**src/rtl/memory_utils_pkg.sv**
```systemverilog
// Shared PDP-8 word type, operate-group bit positions and the
// micro-op executor FSM state type.
package memory_utils_pkg;

    localparam int WORD_BITS = 12;

    typedef logic [WORD_BITS-1:0] word;

    typedef enum logic [1:0] {
        ST_IDLE,
        ST_EVAL,
        ST_DONE,
        ST_HALT
    } micro_exec_state_t;

    localparam logic [2:0] OPR_OPCODE = 3'o7;

    localparam int G2_CLA_BIT = 7;
    localparam int G2_OSR_BIT = 2;
    localparam int G2_HLT_BIT = 1;
    localparam int G3_CLA_BIT = 7;
    localparam int MQA_BIT    = 6;
    localparam int MQL_BIT    = 4;

    function automatic logic is_operate(input word w);
        return w[WORD_BITS-1 -: 3] == OPR_OPCODE;
    endfunction

endpackage

```
**src/rtl/micro_op_executor_g3_mq_unit.sv**
```systemverilog
// Group 3 AC/MQ transfer: optional clear, then swap, OR-in or load
// of MQ as selected by MQA/MQL.
module micro_g3_mq_unit #(
    parameter int WORD_W = 12
) (
    input  logic [WORD_W-1:0] ac,
    input  logic [WORD_W-1:0] mq,
    input  logic              cla,
    input  logic              mqa,
    input  logic              mql,
    output logic [WORD_W-1:0] ac_next,
    output logic [WORD_W-1:0] mq_next
);

    logic [WORD_W-1:0] ac1;

    always_comb begin
        ac1     = cla ? '0 : ac;
        ac_next = ac1;
        mq_next = mq;
        unique case ({mqa, mql})
            2'b11: begin
                ac_next = mq;
                mq_next = ac1;
            end
            2'b10: ac_next = ac1 | mq;
            2'b01: begin
                ac_next = '0;
                mq_next = ac1;
            end
            default: ac_next = ac1;
        endcase
    end

endmodule

```
**src/rtl/micro_op_executor.sv**
```systemverilog
// Execute stage for PDP-8 operate instructions; owns AC, Link and MQ.
// MICRO_OSR_HLT_EN enables Group 2 OSR/HLT and the HALT state.
module micro_op_executor
    import memory_utils_pkg::*;
#(
    parameter int WORD_W = 12
) (
    input  logic              clk,
    input  logic              rst,
    input  logic              start,
    input  logic [WORD_W-1:0] instr,
    input  logic [WORD_W-1:0] pc_in,
    input  logic [WORD_W-1:0] switch_reg,
    input  logic              continue_run,
    input  logic              ac_wr_en,
    input  logic [WORD_W-1:0] ac_wr_data,
    input  logic              l_wr_data,
    output logic [8:0]        dec_i_reg,
    output logic [WORD_W-1:0] dec_ac,
    output logic              dec_l,
    input  logic [WORD_W-1:0] ac_micro,
    input  logic              l_micro,
    input  logic              skip,
    input  logic              micro_g1,
    input  logic              micro_g2,
    input  logic              micro_g3,
    output logic [WORD_W-1:0] ac_out,
    output logic              l_out,
    output logic [WORD_W-1:0] mq_out,
    output logic [WORD_W-1:0] pc_out,
    output logic              busy,
    output logic              done,
    output logic              halted,
    output logic              illegal
);

    micro_exec_state_t state, state_nx;

    logic [WORD_W-1:0] ac, ac_nx;
    logic [WORD_W-1:0] mq, mq_nx;
    logic [WORD_W-1:0] pc, pc_nx;
    logic [WORD_W-1:0] pc_q, pc_q_nx;
    logic [8:0]        ir, ir_nx;
    logic              l, l_nx;
    logic              illegal_q, illegal_nx;

    logic [WORD_W-1:0] g2_ac;
    logic              g2_halt;
    logic [WORD_W-1:0] g3_ac;
    logic [WORD_W-1:0] g3_mq;
    logic [WORD_W-1:0] pc_step;
    logic              opcode_ok;

    assign opcode_ok = instr[WORD_W-1 -: 3] == OPR_OPCODE;

    micro_g3_mq_unit #(
        .WORD_W(WORD_W)
    ) u_g3 (
        .ac      (ac),
        .mq      (mq),
        .cla     (ir[G3_CLA_BIT]),
        .mqa     (ir[MQA_BIT]),
        .mql     (ir[MQL_BIT]),
        .ac_next (g3_ac),
        .mq_next (g3_mq)
    );

    // CLA is applied after the decoder's skip test, which saw the old AC.
    always_comb begin
        g2_ac = ir[G2_CLA_BIT] ? '0 : ac;
`ifdef MICRO_OSR_HLT_EN
        if (ir[G2_OSR_BIT]) begin
            g2_ac = g2_ac | switch_reg;
        end
        g2_halt = ir[G2_HLT_BIT];
`else
        g2_halt = 1'b0;
`endif
    end

    assign pc_step = (skip && micro_g2) ? WORD_W'(2) : WORD_W'(1);

    always_comb begin
        state_nx   = state;
        ac_nx      = ac;
        l_nx       = l;
        mq_nx      = mq;
        ir_nx      = ir;
        pc_nx      = pc;
        pc_q_nx    = pc_q;
        illegal_nx = 1'b0;
        unique case (state)
            ST_IDLE: begin
                if (ac_wr_en) begin
                    ac_nx = ac_wr_data;
                    l_nx  = l_wr_data;
                end
                if (start) begin
                    if (opcode_ok) begin
                        ir_nx    = instr[8:0];
                        pc_nx    = pc_in;
                        state_nx = ST_EVAL;
                    end else begin
                        illegal_nx = 1'b1;
                    end
                end
            end
            ST_EVAL: begin
                pc_q_nx  = pc + pc_step;
                state_nx = ST_DONE;
                if (micro_g1) begin
                    ac_nx = ac_micro;
                    l_nx  = l_micro;
                end else if (micro_g2) begin
                    ac_nx = g2_ac;
                    if (g2_halt) begin
                        state_nx = ST_HALT;
                    end
                end else if (micro_g3) begin
                    ac_nx = g3_ac;
                    mq_nx = g3_mq;
                end
            end
            ST_DONE: state_nx = ST_IDLE;
`ifdef MICRO_OSR_HLT_EN
            ST_HALT: begin
                if (continue_run) begin
                    state_nx = ST_DONE;
                end
            end
`else
            ST_HALT: state_nx = ST_IDLE;
`endif
            default: state_nx = ST_IDLE;
        endcase
    end

    always_ff @(posedge clk or posedge rst) begin
        if (rst) begin
            state     <= ST_IDLE;
            ac        <= '0;
            l         <= 1'b0;
            mq        <= '0;
            ir        <= '0;
            pc        <= '0;
            pc_q      <= '0;
            illegal_q <= 1'b0;
        end else begin
            state     <= state_nx;
            ac        <= ac_nx;
            l         <= l_nx;
            mq        <= mq_nx;
            ir        <= ir_nx;
            pc        <= pc_nx;
            pc_q      <= pc_q_nx;
            illegal_q <= illegal_nx;
        end
    end

    assign dec_i_reg = ir;
    assign dec_ac    = ac;
    assign dec_l     = l;
    assign ac_out    = ac;
    assign l_out     = l;
    assign mq_out    = mq;
    assign pc_out    = pc_q;
    assign busy      = (state == ST_EVAL) || (state == ST_DONE);
    assign done      = state == ST_DONE;
    assign illegal   = illegal_q;

`ifdef MICRO_OSR_HLT_EN
    assign halted = state == ST_HALT;
`else
    assign halted = 1'b0;
    logic unused_ok;
    assign unused_ok = ^{switch_reg, continue_run};
`endif

endmodule
```
**config.mk**
```make
export PLATFORM = sky130hd
export DESIGN_NAME = micro_op_executor
export DESIGN_NICKNAME = d
export VERILOG_FILES = /design/src/rtl/memory_utils_pkg.sv /design/src/rtl/micro_op_executor_g3_mq_unit.sv /design/src/rtl/micro_op_executor.sv
export SDC_FILE = /design/constraint.sdc
export NUM_CORES = 1
export LEC_CHECK = 0
export ABC_AREA = 1
export CORE_MARGIN = 2
export CORE_UTILIZATION = 30
export CTS_BUF_LIST = sky130_fd_sc_hd__clkbuf_16
export DETAILED_ROUTE_END_ITERATION = 16
export SYNTH_ARGS = -nofsm -noshare
export SYNTH_HDL_FRONTEND = slang
export SYNTH_SLANG_ARGS = --single-unit
export TNS_END_PERCENT = 30
```
**constraint.sdc**
```tcl
create_clock -name clk -period 2.1 [get_ports clk]
set_clock_uncertainty 0.05 [all_clocks]
set_input_delay 0.42 -clock clk [delete_from_list [all_inputs] [get_ports clk]]
set_output_delay 0.42 -clock clk [all_outputs]
set_load 0.02 [all_outputs]
```
# [Yosys cells after proc, flatten, opt, wreduce, memory -nomap -nowiden]
# Cells that the tools add are included.
[word_totals] reg_bits=61 out_inout_bits=63
[classes] n_addsub=1 eq_ne=12 n_mux=17 bitwise_logic=3 reduce_logical=11
[ops] operator="$mux 12" count=5
[ops] operator="$pmux 12 s3" count=1
[ops] operator="$pmux 12 s2" count=1
[ops] operator="$add 12x2->12" count=1
[ops] operator="$or 12x12->12" count=1
[ops] operator="$reduce_and 3->1" count=3
[ops] operator="$eq 2x2->1 const B" count=4
[ops] operator="$ne 2x2->1 const B" count=4
[ops] operator="$mux 2" count=3
[ops] operator="$pmux 2 s3" count=1
[ops] operator="$mux 1" count=5
[ops] operator="$reduce_and 5->1" count=1
[ops] operator="$eq 2x1->1 const B" count=2
[ops] operator="$ne 4x4->1 const B" count=1
[ops] operator="$reduce_or 2->1" count=2
[ops] operator="$eq 3x3->1 const B" count=1
[ops] operator="$logic_not 2->1" count=1
[ops] operator="$not 1->1" count=2
[ops] operator="$pmux 1 s2" count=1
[ops] operator="$reduce_and 2->1" count=1
[ops] operator="$reduce_bool 2->1" count=1
[ops] operator="$logic_and 1x1->1" count=1
[ops] operator="$logic_or 1x1->1" count=1

# [Depth between registers and ports, before layout]
# Gate-level depths: netlist of run 1.
[logic_depth] word_depth=7 ltp_mapped=11 depth_no_buf=11

# [Hierarchy]
# From an unflattened synthesis of run 1, not the netlist that was laid out.
[hier_totals] hier_cells=451 area_unflattened_um2=3518.4
[by_module_without_submodules] mod="micro_op_executor" instances=1 cells_each=371 area_per_inst_um2=3123.0 seq_area_each_um2=1526.5
[by_module_without_submodules] mod="micro_g3_mq_unit" instances=1 cells_each=80 area_per_inst_um2=395.4 seq_area_each_um2=0.0

# [Worst setup path before layout of run 1]
# OpenSTA, ideal clock, no wires.
[synth_timing] path_type="input to register" from="in skip" to="reg pc_q[6] (netlist: pc_out[6])" arrival_ns=1.682 required_ns=1.932 slack_ns=0.250 stages=8 path_buffers=0 cell_sequence="nand2_1 ha_1 inv_1 fa_1 nor3_1 nand3_1 nand3_1 nand2_1"
[synth_between] elab_chain_len=3
[synth_lines] element="start, declared" line="micro_op_executor.sv:23" source="input logic skip,"
[synth_lines] element="$logic_and 1x1->1" line="micro_op_executor.sv:81" source="assign pc_step = (skip && micro_g2) ? WORD_W'(2) : WORD_W'(1);"
[synth_lines] element="$mux 2" line="micro_op_executor.sv:81"
[synth_lines] element="$add 12x2->12" line="micro_op_executor.sv:109" source="pc_q_nx = pc + pc_step;"
[synth_lines] element="end signal, assigned" line="micro_op_executor.sv:155" source="pc_q <= pc_q_nx;"
[synth_lines] element="end, declared" line="micro_op_executor.sv:42" source="logic [WORD_W-1:0] pc_q, pc_q_nx;"
# No other way between the ends.
# A chain may end at the register's enable or synchronous reset.

# [Final worst setup path of run 1]
[layout_timing] from="reg state[0]" to="out done"
[layout_between] elab_chain_len=1
[layout_lines] element="start, declared" line="micro_op_executor.sv:37" source="micro_exec_state_t state, state_nx;"
[layout_lines] element="start signal, assigned" line="micro_op_executor.sv:149" source="state <= state_nx;"
[layout_lines] element="$eq 2x2->1" line="micro_op_executor.sv:168" source="assign done = state == ST_DONE;"
[layout_lines] element="end, declared" line="micro_op_executor.sv:32" source="output logic done,"
# No other way between the ends.

==> out/qor.json, run 1 <==
{
  "floorplan": {
    "fp-row-count": 39,
    "floorplan.core_area_um2": 11300,
    "top_level_ports": 134,
    "floorplan.initialDensity_pct": 30.6,
    "die_height_um": 111,
    "die_x_um": 111,
    "fp.dieArea_um2": 12400
  },
  "setup_path": {
    "timing.critical_path.to_type": "output pin",
    "cp.required_ns": 1.63,
    "worstPathArrival_ns": 1.56,
    "crit_path_start_kind": "register",
    "path_delay_family": "buffers and inverters",
    "critPathMaxStageDelay_ns": 0.60,
    "critPathBufInv": 2,
    "worstPathCellList": "inv_1, ha_1, clkdlybuf4s50_1",
    "timing.setup.critical_path_class": "register to output pin",
    "worst-r2r-setup-slack_ns": 0.28,
    "timing.critical_path.slowest_stage_cell": "sky130_fd_sc_hd__clkdlybuf4s50_1",
    "critical_path_peak_fanout": 3
  },
  "clock_tree": {
    "number_of_buffers_inserted_for_hold_repair_after_clock_tree_synthesis": 0,
    "cts.path.max_buffers": 2,
    "insertion_delay_ns": 0.32,
    "clk_pin_slew_worst_paths_ns": 0.05,
    "tritoncts_num_sinks": 61,
    "tritoncts_buffer_count": 9,
    "htreeDepth": 3,
    "tritoncts": "yes",
    "cts_root_buf": "sky130_fd_sc_hd__clkbuf_16"
  },
  "status": {
    "outcome": "finished clean"
  },
  "power": {
    "power.total_mw": 7.53,
    "power_density_nw_per_um2": 1480,
    "leakage_nw": 2.44,
    "worst_ir_drop_vdd_uv": 608
  },
  "final_layout": {
    "final_cell_mix": "sky130_fd_sc_hd__nand2_1, sky130_fd_sc_hd__clkdlybuf4s50_1, sky130_fd_sc_hd__nor2_1",
    "layout.cells.most_common": "sky130_fd_sc_hd__nand2_1",
    "finish.net_count": 677,
    "layoutNonFillerInstCount": 747,
    "finished_layout_cell_area_um2": 5070,
    "num_antenna_cells": 0,
    "utilization_pct": 44.8,
    "areaGrowthSynthToFinish_pct": 46.4,
    "drive_gt1_share_pct": 8.61
  },
  "yosys": {
    "ys_ff_latch": 61,
    "ys_warn_count": 0,
    "synth_area_leader_cell": "sky130_fd_sc_hd__dfrtp_1",
    "yosys-top-cells-area": "sky130_fd_sc_hd__dfrtp_1, sky130_fd_sc_hd__nand2_1, sky130_fd_sc_hd__nor2_1, sky130_fd_sc_hd__inv_1, sky130_fd_sc_hd__buf_4",
    "yosys.area.top_type_share_pct": 44.1,
    "synth.lib_cells_used.distinct": 26,
    "seq_area_frac_synth_pct": 44.1,
    "synth_nets": 564,
    "syn_area_um2": 3460,
    "postSynthCellCount": 487,
    "avgSynthCellArea_um2": 7.11
  },
  "sta": {
    "finalCriticalPeriod_ns": 2.03,
    "holdWs_ns": 0.371,
    "setup_viol": 0,
    "report.final.slew_viol_count": 0,
    "max_clock_freq_mhz": 492,
    "finalHoldViolations": 0,
    "finalSetupTns_ns": 0,
    "period_share_pct": 96.7,
    "fin_ws_ns": 0.0689,
    "grt_setup_unrepaired": "false"
  },
  "global_routing": {
    "grt_first_pass_wirelength_um": 16200,
    "maximum_number_of_pins_on_one_net_before_global_route_repair": 25,
    "grt_pass1_vias": 3366,
    "grt_overflow": 0,
    "track_usage_pct": 15.9,
    "number_of_antenna_violations_at_the_first_check_in_global_routing": 0
  },
  "place": {
    "placement.cell_area_um2": 4780,
    "place_hpwl_um": 7240,
    "placer_congestion": 0.847,
    "buffer_ports.inserted": 119,
    "post-place-ws_ns": -0.320,
    "dp_cells": 732
  },
  "routing": {
    "route.detailed.drc": 0,
    "avgViaCountPerCell": 4.39,
    "vias": 3281,
    "drt_pre_antenna_iters": 4,
    "postRouteWirelength_um": 9520,
    "drt.antenna.violating_nets": 0,
    "route.detailed.wl_per_inst_um": 12.7,
    "dr.first_iter.drc_count": 161
  },
  "min_path": {
    "hold_wc_path_type": "input pin to async pin"
  },
  "flow_run": {
    "cap_viol_max_count": 0
  }
}
report_power, final:
group	switching, mW	total, mW	internal [mW]
clock	0.514	1.41	0.898
combinational	2.21	3.94	1.73
sequential	0.443	2.18	1.74
total	3.16	7.53	4.36
timing repair:
action | CTS | global route
resized for setup | 1 | 3
setup endpoints to repair | 1 | 4
setup buffers | 0 | 0
worst register-to-register path: stages (launching register included):
cell	delay, ns
sky130_fd_sc_hd__dfrtp_1	0.38
sky130_fd_sc_hd__inv_1	0.11
sky130_fd_sc_hd__ha_1	0.26
sky130_fd_sc_hd__nand2_1	0.09
sky130_fd_sc_hd__nor2_2	0.34
sky130_fd_sc_hd__inv_1	0.29
sky130_fd_sc_hd__nand2_1	0.11
sky130_fd_sc_hd__nand2_1	0.07
path summary, 6_finish.rpt:
kind                       depth (start not counted)         start            to
max                                                3      state[0]          done
min                                                2           rst      state[0]
max reg2reg                                        7      state[1]  dec_i_reg[6]
min reg2reg                                        2  dec_i_reg[0]  dec_i_reg[0]
max in group asynchronous                          3           rst     ac_out[9]
min in group clk                                   2  dec_i_reg[0]  dec_i_reg[0]
kinds of logic after synthesis:
| logic type | synth area share (%) |
|---|---|
| adders and majority gates | 2.38 |
| AOI/OAI and AO/OA | 8.74 |
| buffers and inverters | 13.8 |
| muxes | 0.289 |
| DFF | 44.1 |
| and+or+nand+nor | 30.7 |
| other | 0.108 |
routing by layer:
metal / vias up / track usage, % / share of wire (%)
met1: 1495 / 19.4 / 46
met5: - / 0 / 0
met2: 93 / 28.7 / 49
met4: 0 / 4.20 / 0.69
met3: 7 / 3.21 / 4.6
li1: 1686 / - / -
synth_stat cells:
cell type,instances
sky130_fd_sc_hd__a21oi_1,14
sky130_fd_sc_hd__a31oi_1,3
sky130_fd_sc_hd__buf_1,1
sky130_fd_sc_hd__buf_2,9
sky130_fd_sc_hd__buf_4,19
sky130_fd_sc_hd__buf_6,3
sky130_fd_sc_hd__clkbuf_1,3
sky130_fd_sc_hd__conb_1,1
sky130_fd_sc_hd__dfrtp_1,61
sky130_fd_sc_hd__fa_1,1
sky130_fd_sc_hd__ha_1,5
sky130_fd_sc_hd__inv_1,62
sky130_fd_sc_hd__inv_2,2
sky130_fd_sc_hd__mux2i_1,1
sky130_fd_sc_hd__nand2_1,136
sky130_fd_sc_hd__nand2_2,1
sky130_fd_sc_hd__nand2_4,1
sky130_fd_sc_hd__nand3_1,14
sky130_fd_sc_hd__nand4_1,3
sky130_fd_sc_hd__nor2_1,110
sky130_fd_sc_hd__nor2_2,1
sky130_fd_sc_hd__nor3_1,1
sky130_fd_sc_hd__nor4_4,1
sky130_fd_sc_hd__o21ai_0,22
sky130_fd_sc_hd__o21ai_2,11
sky130_fd_sc_hd__o31ai_1,1
final cells by class:
| cell class | instances | area [um2] |
|---|---|---|
| multi-input combinational | 327 | 1470 |
| sequential | 61 | 1530 |
| timing repair buffer | 137 | 1380 |
| fill | 1161 | 6250 |
| inverter | 64 | 240 |
| tap | 143 | 179 |
| clock buffer | 9 | 225 |
| clock inverter | 6 | 55.1 |
Note: power is estimated with default switching activity, not from simulation.
==> inputs of run 2 (changes only) <==
--- a/config.mk
+++ b/config.mk
@@ -6,10 +6,12 @@
 export NUM_CORES = 1
 export LEC_CHECK = 0
 export ABC_AREA = 1
+export CAP_MARGIN = 20
 export CORE_MARGIN = 2
 export CORE_UTILIZATION = 30
 export CTS_BUF_LIST = sky130_fd_sc_hd__clkbuf_16
 export DETAILED_ROUTE_END_ITERATION = 16
+export SETUP_SLACK_MARGIN = 0.15
 export SYNTH_ARGS = -nofsm -noshare
 export SYNTH_HDL_FRONTEND = slang
 export SYNTH_SLANG_ARGS = --single-unit
==> run 2 against run 1 <==
  * Register-to-register slack gained 0.13 ns
  * Via count grew 1.1%
  * Critical path depth grew 6
  * Final area grew 0.35%
  * Fmax grew 5.3%
  * Sequential power is essentially flat
  * Count of clock-buffer cells in the layout is the same
  * Routed wire length grew 1.5%
  * First-iteration DRC count grew 11%
  * Die area is the same
  * Global-route usage grew 0.10 points
  * Critical path type is now input pin to register
  * Critical endpoint is now pc_out[8]
  * Largest power group unchanged
==> out/qor.json, run 2 (same netlist as run 1, synthesis figures left out) <==
{
  "routing": {
    "vias": {"value": 3317, "change": "+1.1%"},
    "drt_pre_antenna_iters": {"value": 4, "change": "unchanged"},
    "route.detailed.wl_per_inst": {"value": 12.9, "unit": "um", "change": "+1.4%"},
    "avgViaCountPerCell": {"value": 4.43, "change": "+0.96%"},
    "drt.antenna.violating_nets": {"value": 0, "change": "unchanged"},
    "route.detailed.drc": {"value": 0, "change": "unchanged"},
    "dr.first_iter.drc_count": {"value": 178, "change": "+11%"},
    "postRouteWirelength": {"value": 9670, "unit": "um", "change": "+1.5%"}
  },
  "power": {
    "worst_ir_drop_vdd": {"value": 702, "unit": "uV", "change": "+16%"},
    "leakage": {"value": 2.46, "unit": "nW", "change": "+0.95%"},
    "power_density": {"value": 1510, "unit": "nW/um2", "change": "+1.5%"}
  },
  "floorplan": {
    "floorplan.core_area": {"value": 11300, "unit": "um2", "change": "unchanged"},
    "fp.dieArea": {"value": 12400, "unit": "um2", "change": "unchanged"},
    "fp-row-count": {"value": 39, "change": "unchanged"},
    "top_level_ports": {"value": 134, "change": "unchanged"},
    "die_height": {"value": 111, "unit": "um", "change": "unchanged"},
    "floorplan.initialDensity": {"value": 30.6, "unit": "%", "change": "unchanged"},
    "die_x": {"value": 111, "unit": "um", "change": "unchanged"}
  },
  "clock_tree": {
    "cts_resized": {"value": 1, "change": "unchanged"},
    "cts_root_buf": "sky130_fd_sc_hd__clkbuf_16",
    "post-cts-setup-buffer-count": {"value": 0, "change": "unchanged"},
    "number_of_buffers_inserted_for_hold_repair_after_clock_tree_synthesis": {"value": 0, "change": "unchanged"},
    "tritoncts": "yes",
    "insertion_delay": {"value": 0.32, "unit": "ns", "change": "about the same"},
    "htreeDepth": {"value": 3, "change": "unchanged"},
    "tritoncts_num_sinks": {"value": 61, "change": "unchanged"},
    "cts.path.max_buffers": {"value": 2, "change": "unchanged"},
    "tritoncts_buffer_count": {"value": 9, "change": "unchanged"},
    "clk_pin_slew_worst_paths": {"value": 0.06, "unit": "ns", "change": "about the same"}
  },
  "global_routing": {
    "grt_overflow": {"value": 0, "change": "unchanged"},
    "grt_pass1_vias": {"value": 3295, "change": "-2.1%"},
    "grt_first_pass_wirelength": {"value": 16100, "unit": "um", "change": "-0.21%"},
    "number_of_antenna_violations_at_the_first_check_in_global_routing": {"value": 0, "change": "unchanged"},
    "maximum_number_of_pins_on_one_net_before_global_route_repair": {"value": 62, "change": "+150%"},
    "track_usage": {"value": 16.0, "unit": "%", "change": "+0.10 points"}
  },
  "sta": {
    "finalSetupTns": {"value": 0, "unit": "ns", "change": "unchanged"},
    "report.final.slew_viol_count": {"value": 0, "change": "unchanged"},
    "period_share": {"value": 91.8, "unit": "%", "change": "-4.9 points"},
    "finalHoldViolations": {"value": 0, "change": "unchanged"},
    "setup_viol": {"value": 0, "change": "unchanged"},
    "max_clock_freq": {"value": 519, "unit": "MHz", "change": "+5.3%"},
    "grt_setup_unrepaired": "true",
    "finalCriticalPeriod": {"value": 1.93, "unit": "ns", "change": "-0.103 ns"}
  },
  "setup_path": {
    "crit_reg_reg_startpoint": "state[1]",
    "critPathMaxStageDelay": {"value": 0.43, "unit": "ns", "change": "-0.17 ns"},
    "timing.reg2reg.worst_path_depth": {"value": 8, "change": "+1"},
    "crit_path_start_kind": "input pin",
    "critical_path_peak_fanout": {"value": 3, "change": "unchanged"},
    "critical_path.startpoint": "micro_g2",
    "timing.setup.critical_path_class": "input pin to register",
    "timing.critical_path.to_type": "register",
    "worstPathCellList": "clkdlybuf4s50_1, nand2_2, ha_2, inv_1, fa_2, nor2_2, buf_4, nand3_1, a31oi_1",
    "worstPathArrival": {"value": 2.12, "unit": "ns", "change": "+0.56 ns"},
    "timing.critical_path.slowest_stage_cell": "sky130_fd_sc_hd__clkdlybuf4s50_1",
    "cp.required": {"value": 2.29, "unit": "ns", "change": "+0.66 ns"}
  },
  "flow_run": {
    "cap_viol_max_count": {"value": 0, "change": "unchanged"}
  },
  "final_layout": {
    "finish.net_count": {"value": 677, "change": "unchanged"},
    "layout.cells.most_common": "sky130_fd_sc_hd__nand2_1",
    "final_cell_mix": "sky130_fd_sc_hd__nand2_1, sky130_fd_sc_hd__clkdlybuf4s50_1, sky130_fd_sc_hd__nor2_1",
    "areaGrowthSynthToFinish_pct": 46.9,
    "finished_layout_cell_area": {"value": 5090, "unit": "um2", "change": "+0.35%"},
    "drive_gt1_share": {"value": 8.76, "unit": "%", "change": "+0.15 points"},
    "num_antenna_cells": {"value": 0, "change": "unchanged"},
    "utilization": {"value": 45.0, "unit": "%", "change": "+0.15 points"},
    "nFillCells": {"value": 1159, "change": "-0.17%"}
  },
  "status": {
    "outcome": "finished clean"
  },
  "min_path": {
    "hold_start": "dec_i_reg[5]",
    "holdPathStages": 2,
    "hold_wc_path_type": "register to register"
  },
  "place": {
    "placer_congestion": {"value": 0.767, "change": "-9.5%"},
    "buffer_ports.inserted": {"value": 119, "change": "unchanged"},
    "placement.cell_area": {"value": 4760, "unit": "um2", "change": "-0.44%"},
    "place_hpwl": {"value": 6900, "unit": "um", "change": "-4.6%"}
  }
}
## run 2: critical path, delay by kind of cell
kind / cells / cell delay, ns
adders and majority gates: 2 / 0.57
and+or+nand+nor: 3 / 0.33
AOI/OAI and AO/OA: 1 / 0.18
buffers and inverters: 3 / 0.61
## run 2: per-layer routing
metal | track usage [%] | vias up | part of all wire, %
met5 | 0 | - | 0
met4 | 4.61 | 0 | 0.57
met3 | 4.41 | 4 | 5.4
met2 | 27.2 | 93 | 50
met1 | 20.0 | 1532 | 44
li1 | - | 1688 | -
## run 2: power breakdown
part | switching (mW) | internal [mW]
Clock | 0.514 | 1.02
Sequential | 0.439 | 1.74
Combinational | 2.22 | 1.73
## run 2: area by class of cell
class                   count  area, um2  share of cell area (%)
clock buffers               9        225                    4.42
clock inverters             7       80.1                    1.57
inverters                  64        244                    4.79
multi-input cells         327       1480                    29.1
flip-flops and latches     61       1530                    30.0
well taps                 143        179                    3.52
repair buffers            137       1350                    26.6
## run 2: path summary, 6_finish.rpt
check                                to  slack [ns]
max                           pc_out[8]        0.17
min                        dec_i_reg[5]        0.42
max reg2reg                   ac_out[3]        0.41
min reg2reg                dec_i_reg[5]        0.42
max in group asynchronous  dec_i_reg[8]        1.22
min in group asynchronous     mq_out[2]        0.50
## run 2: stage by stage
stage          worst slack (ns)  total power, mW  instances  hold WS (ns)
2_1_floorplan             0.250             4.61        487         0.398
3_3_place_gp             -0.262             6.10        732         0.408
3_5_place_dp             -0.287             6.17        732         0.412
4_1_cts                  0.0500             7.73        748         0.430
5_1_grt                  0.0612             8.25        748         0.442
6_report                  0.171             7.67        748         0.423
==> edit 1, RTL diff (settings of run 2) <==
Add a define of `MICRO_OSR_HLT_EN`.
--- a/src/rtl/micro_op_executor.sv
+++ b/src/rtl/micro_op_executor.sv
@@ -1,4 +1,6 @@
 // Execute stage for PDP-8 operate instructions; owns AC, Link and MQ.
 // MICRO_OSR_HLT_EN enables Group 2 OSR/HLT and the HALT state.
+`define MICRO_OSR_HLT_EN
+
 module micro_op_executor
     import memory_utils_pkg::*;
Check against the original RTL: not equivalent (a bounded check fails within 4 cycles, from zero or initial values and one cycle with rst high).
==> edit 1 against run 2 <==
- global-route usage rose by 1.5 points
- synthesized cell count fell by 10%
- synthesized area is 0.11% lower
- clock power fell by 8%
- sequential cell count stayed put
- setup slack gained 60 ps
- routed wire length up 7.4%
- cell area up 2.6%
- via count is 3.1% higher
- total power rose by 8.9%
- combinational power is 17% higher
- register-to-register slack got worse by 90 ps
- hold slack got worse by 0.91 ps
- largest power group unchanged
==> edit 1: results (changes against run 2) <==
* DRC violation total after the first TritonRoute iteration at 157 (-12%)
* Total GRT Usage at 17.5% (+1.5 points)
* Post-synth top area cell: sky130_fd_sc_hd__dfrtp_1
* Result of the run: complete, no violations
* Most frequent cells after synthesis: 103 x sky130_fd_sc_hd__nand2_1, 61 x sky130_fd_sc_hd__dfrtp_1, 51 x sky130_fd_sc_hd__nand3_1, 48 x sky130_fd_sc_hd__nor2_1, 35 x sky130_fd_sc_hd__o21ai_0
* Portion of the post-synthesis area used by sequential elements at 44.1% (+0.048 points)
* Slowest cell on the critical path: sky130_fd_sc_hd__dfrtp_1
* VDD IR max at 0.636 mV (-9.4%)
* Fraction of final layout cells with drive strength greater than 1 at 11.1% (+2.3 points)
* Area fraction in compound gates after synthesis at 13.2% (+4.5 points)
* Final net count at 643 (-5.0%)
* Arrival time at the worst endpoint at 1400 ps (-720 ps)
* Share of the synthesized netlist area taken by xor and xnor gates at 0% (unchanged)
* Leading post-synthesis cells by cell area: sky130_fd_sc_hd__dfrtp_1 44%, sky130_fd_sc_hd__nand2_1 11%, sky130_fd_sc_hd__nand3_1 7.4%, sky130_fd_sc_hd__nor2_1 5.2%, sky130_fd_sc_hd__o21ai_0 5.1%
* Wire length of the first global-routing pass at 17500 um (+8.6%)
* Net count after synthesis at 515 (-8.7%)
* Maximum number of pins on one net before global-route repair at 32 (-48%)
* Largest driver fanout on the critical path at 4 (+1)
* Multiplexer share of the synthesized area at 3.22% (+2.9 points)
* Worst hold-check slack at 422 ps (-0.910 ps)
* Adder-cell share of the synthesized area at 2.75% (+0.36 points)
* Leakage power total at 2.32 nW (-6.0%)
* Peak per-stage delay on the critical path at 400 ps (-30 ps)
* Number of global-route vias before repair at 3547 (+7.6%)
* Worst path top cell family by delay: buffers and inverters
* H-Tree Level Count at 3 (unchanged)
* Per-cell routed wire length at 14.6 um (+13%)
* Via count at 3419 (+3.1%)
* Number of library cell types mapped by synthesis at 29 (+12%)
* Number of port buffers at 133 (+12%)
* Area share of the leading cell type in the synthesized netlist at 44.1% (+0.048 points)
==> edit 1: path summary, 6_finish.rpt <==
kind                       startpoint           end  slack, ps  cells after the start
setup reg to reg             state[1]     mq_out[6]        320                      8
hold / removal              pc_out[0]     pc_out[0]        420                      2
hold reg to reg             pc_out[0]     pc_out[0]        420                      2
setup / recovery             state[1]          busy        230                      3
max in group asynchronous         rst     ac_out[1]       1160                      3
min in group asynchronous         rst  dec_i_reg[3]        520                      3
==> edit 1: cell type report <==
| cell class | instances | area, um2 |
|---|---|---|
| clock buffers | 9 | 225 |
| clock inverters | 7 | 56.3 |
| fillers | 1149 | 6100 |
| inverters | 28 | 109 |
| multi-input cells | 310 | 1590 |
| flip-flops and latches | 61 | 1530 |
| well taps | 143 | 179 |
| repair buffers | 155 | 1540 |
==> edit 1: where the power goes <==
| group | switching [mW] | total [mW] | internal [mW] |
|---|---|---|---|
| sequential | 0.507 | 2.29 | 1.78 |
| combinational | 2.62 | 4.65 | 2.03 |
| clock | 0.513 | 1.41 | 0.899 |
| total | 3.64 | 8.35 | 4.71 |
==> edit 1: logic make-up after synthesis <==
family,after synthesis
flip-flops,61
multiplexers,10
adder cells (fa/ha/maj),7
AND/OR/NAND/NOR,212
buffers and inverters,66
AO/OA/AOI/OAI,81
==> edit 1: worst register-to-register path, cell delays in order, from the launching register on <==
cell                      delay, ps
sky130_fd_sc_hd__dfrtp_1        410
sky130_fd_sc_hd__inv_1          100
sky130_fd_sc_hd__ha_1           210
sky130_fd_sc_hd__buf_8          220
sky130_fd_sc_hd__nand2_1        120
sky130_fd_sc_hd__nor4_4         190
sky130_fd_sc_hd__buf_12         200
sky130_fd_sc_hd__nor2_1          60
sky130_fd_sc_hd__a21oi_1        130
==> edit 1: metrics by stage <==
step | std cells | TNS, ps | worst slack (ps) | cell area, um2 | power, mW
4_1_cts | 711 | 0 | 181 | 5190 | 8.42
3_5_place_dp | 695 | -2960 | -264 | 4910 | 7.01
2_1_floorplan | 437 | 0 | 153 | 3490 | 5.15
5_1_grt | 713 | 0 | 124 | 5220 | 8.97
3_3_place_gp | 695 | -2690 | -252 | 4910 | 6.91
6_report | 713 | 0 | 231 | 5220 | 8.35
==> edit 1: what timing repair did <==
action                                 CTS  global route
resized for setup                        4             3
buffers inserted                         0             2
endpoints found under the hold margin    0             0
pin swaps                                0             1
setup endpoints to repair                6            38
==> edit 1: metal layers <==
metal  track usage [%]  wire [um]  part of all wire, %
met1              22.5       4550                   44
met2              28.7       4960                   48
met3              4.25        632                  6.1
met4              7.08        245                  2.4
met5                 0          0                    0
==> edit 2, RTL diff (flow settings as in run 2) <==
Made on the original files. The 4 states of `micro_exec_state_t` get a one-hot encoding in 4 bits.
--- a/src/rtl/memory_utils_pkg.sv
+++ b/src/rtl/memory_utils_pkg.sv
@@ -7,9 +7,9 @@
     typedef logic [WORD_BITS-1:0] word;
 
-    typedef enum logic [1:0] {
-        ST_IDLE,
-        ST_EVAL,
-        ST_DONE,
-        ST_HALT
+    typedef enum logic [3:0] {
+        ST_IDLE = 4'b0001,
+        ST_EVAL = 4'b0010,
+        ST_DONE = 4'b0100,
+        ST_HALT = 4'b1000
     } micro_exec_state_t;
 
Check against the original RTL: same outputs for any inputs over 4 cycles, from zero or initial values and one cycle with rst high; so few cycles prove little.
==> edit 2 against run 2 <==
- sequential cell count up 1
- setup slack got worse by 28 ps
- maximum frequency fell by 1.4%
- synthesized area decreased by 4.3%
- routed wire length fell by 1.3%
- synthesized cell count is 6.4% lower
- hold slack better by 8.5 ps
- cell area shrank 3.3%
- first-iteration DRC count shrank 25%
- largest cell class unchanged
Power is not compared: it rests on default switching activity, and its combinational part moved more than twofold at a synthesized area within 25%.
==> edit 2: results (changes against run 2) <==
* Net count after synthesis at 530 (-6.0%)
* Capturing instance or port of the critical path: busy
* Instance area at placement at 0.00461 mm2 (-3.3%)
* Multiplexer share of the synthesized area at 0% (-0.29 points)
* Portion of the post-synthesis area used by sequential elements at 46.8% (+2.8 points)
* Final net count at 638 (-5.8%)
* Setup slack of the most critical reg-to-reg path at 300 ps (-110 ps)
* HPWL after detailed placement at 6910 um (+0.15%)
* Adder-cell share of the synthesized area at 1.36% (-1.0 points)
* Wire length of the first global-routing pass at 15400 um (-4.7%)
* Result of the run: complete, no violations
* Clock-pin slew of the registers on the worst-case setup and hold paths at 60 ps (about the same)
* Filler cell count at 1077 (-7.1%)
* Area fraction in compound gates after synthesis at 4.83% (-3.9 points)
* Per-cell routed wire length at 13.5 um (+4.1%)
* Startpoint of the most critical setup path: state[0]
* Worst hold path type: in -> async
* RR Endpoint: ac_out[1]
* Leading post-synthesis cells by cell area: sky130_fd_sc_hd__dfrtp_1 46%, sky130_fd_sc_hd__nand2_1 23%, sky130_fd_sc_hd__nor2_1 6.5%, sky130_fd_sc_hd__buf_4 5.0%, sky130_fd_sc_hd__nand3_1 3.8%
* Dominant register cell in the synthesized netlist: sky130_fd_sc_hd__dfrtp_1
* Fraction of final layout cells with drive strength greater than 1 at 8.08% (-0.68 points)
* Maximum number of pins on one net before global-route repair at 44 (-29%)
* Arrival time at the worst endpoint at 1490 ps (-630 ps)
* Number of library cell types mapped by synthesis at 30 (+15%)
* Largest driver fanout on the critical path at 2 (-1)
* Share of the synthesized netlist area taken by xor and xnor gates at 0.793% (+0.79 points)
* Gp weighted congestion at 0.853 (+11%)
* DRC violation total after the first TritonRoute iteration at 134 (-25%)
* Total of cells resized after clock tree synthesis at 8 (+7)
* Detail-routed via count per cell at 4.57 (+3.0%)
* Most frequent cells after synthesis: 200 x sky130_fd_sc_hd__nand2_1, 61 x sky130_fd_sc_hd__dfrtp_1, 57 x sky130_fd_sc_hd__nor2_1, 25 x sky130_fd_sc_hd__nand3_1
* Number of global-route vias before repair at 3253 (-1.3%)
edit 2: changes by cell type after synthesis, moves of 9 or more:
cell / delta
sky130_fd_sc_hd__a21oi_1: -14
sky130_fd_sc_hd__o21ai_2: -10
sky130_fd_sc_hd__o21ai_0: -9
sky130_fd_sc_hd__inv_1: -40
sky130_fd_sc_hd__nand2_1: +64
sky130_fd_sc_hd__nor2_1: -53
sky130_fd_sc_hd__o21ai_1: +13
sky130_fd_sc_hd__nand3_1: +11
edit 2: routing by layer:
layer | vias to the layer above | wire length (um) | GRT usage [%]
li1 | 1615 | - | -
met1 | 1496 | 4250 | 22.1
met2 | 115 | 4490 | 26.8
met3 | 13 | 635 | 3.59
met4 | 0 | 165 | 6.78
met5 | - | 0 | 0
edit 2: power breakdown:
group	leakage (nW)	internal, mW	total (mW)	switching, mW
Combinational	1.47	0.512	1.09	0.575
Sequential	0.741	1.35	1.50	0.147
Clock	0.133	0.908	1.46	0.553
Total	2.35	2.77	4.05	1.27
edit 2: worst max-delay path, cell delays in order (launching register included):
cell and delay, ps:
sky130_fd_sc_hd__dfstp_2 530, sky130_fd_sc_hd__inv_1 70, sky130_fd_sc_hd__nand3_4 90, sky130_fd_sc_hd__inv_1 50
sky130_fd_sc_hd__or2_2 260, sky130_fd_sc_hd__buf_2 160
edit 2: final cells by class:
class / instances / area [um2] / share of cell area (%)
multi-input combinational: 333 / 1460 / 29.6
clock buffer: 9 / 225 / 4.58
timing repair buffer: 134 / 1360 / 27.5
sequential: 62 / 1550 / 31.5
tap: 140 / 175 / 3.56
inverter: 24 / 93.8 / 1.91
clock inverter: 7 / 65.1 / 1.32
edit 2: metrics by stage:
stage               cells  hold WS (ps)  worst slack, ps
global placement      693           411             -196
floorplan             456           405              264
CTS                   709           439              134
global route          709           461             88.9
finish                709           432              143
detailed placement    693           415             -262
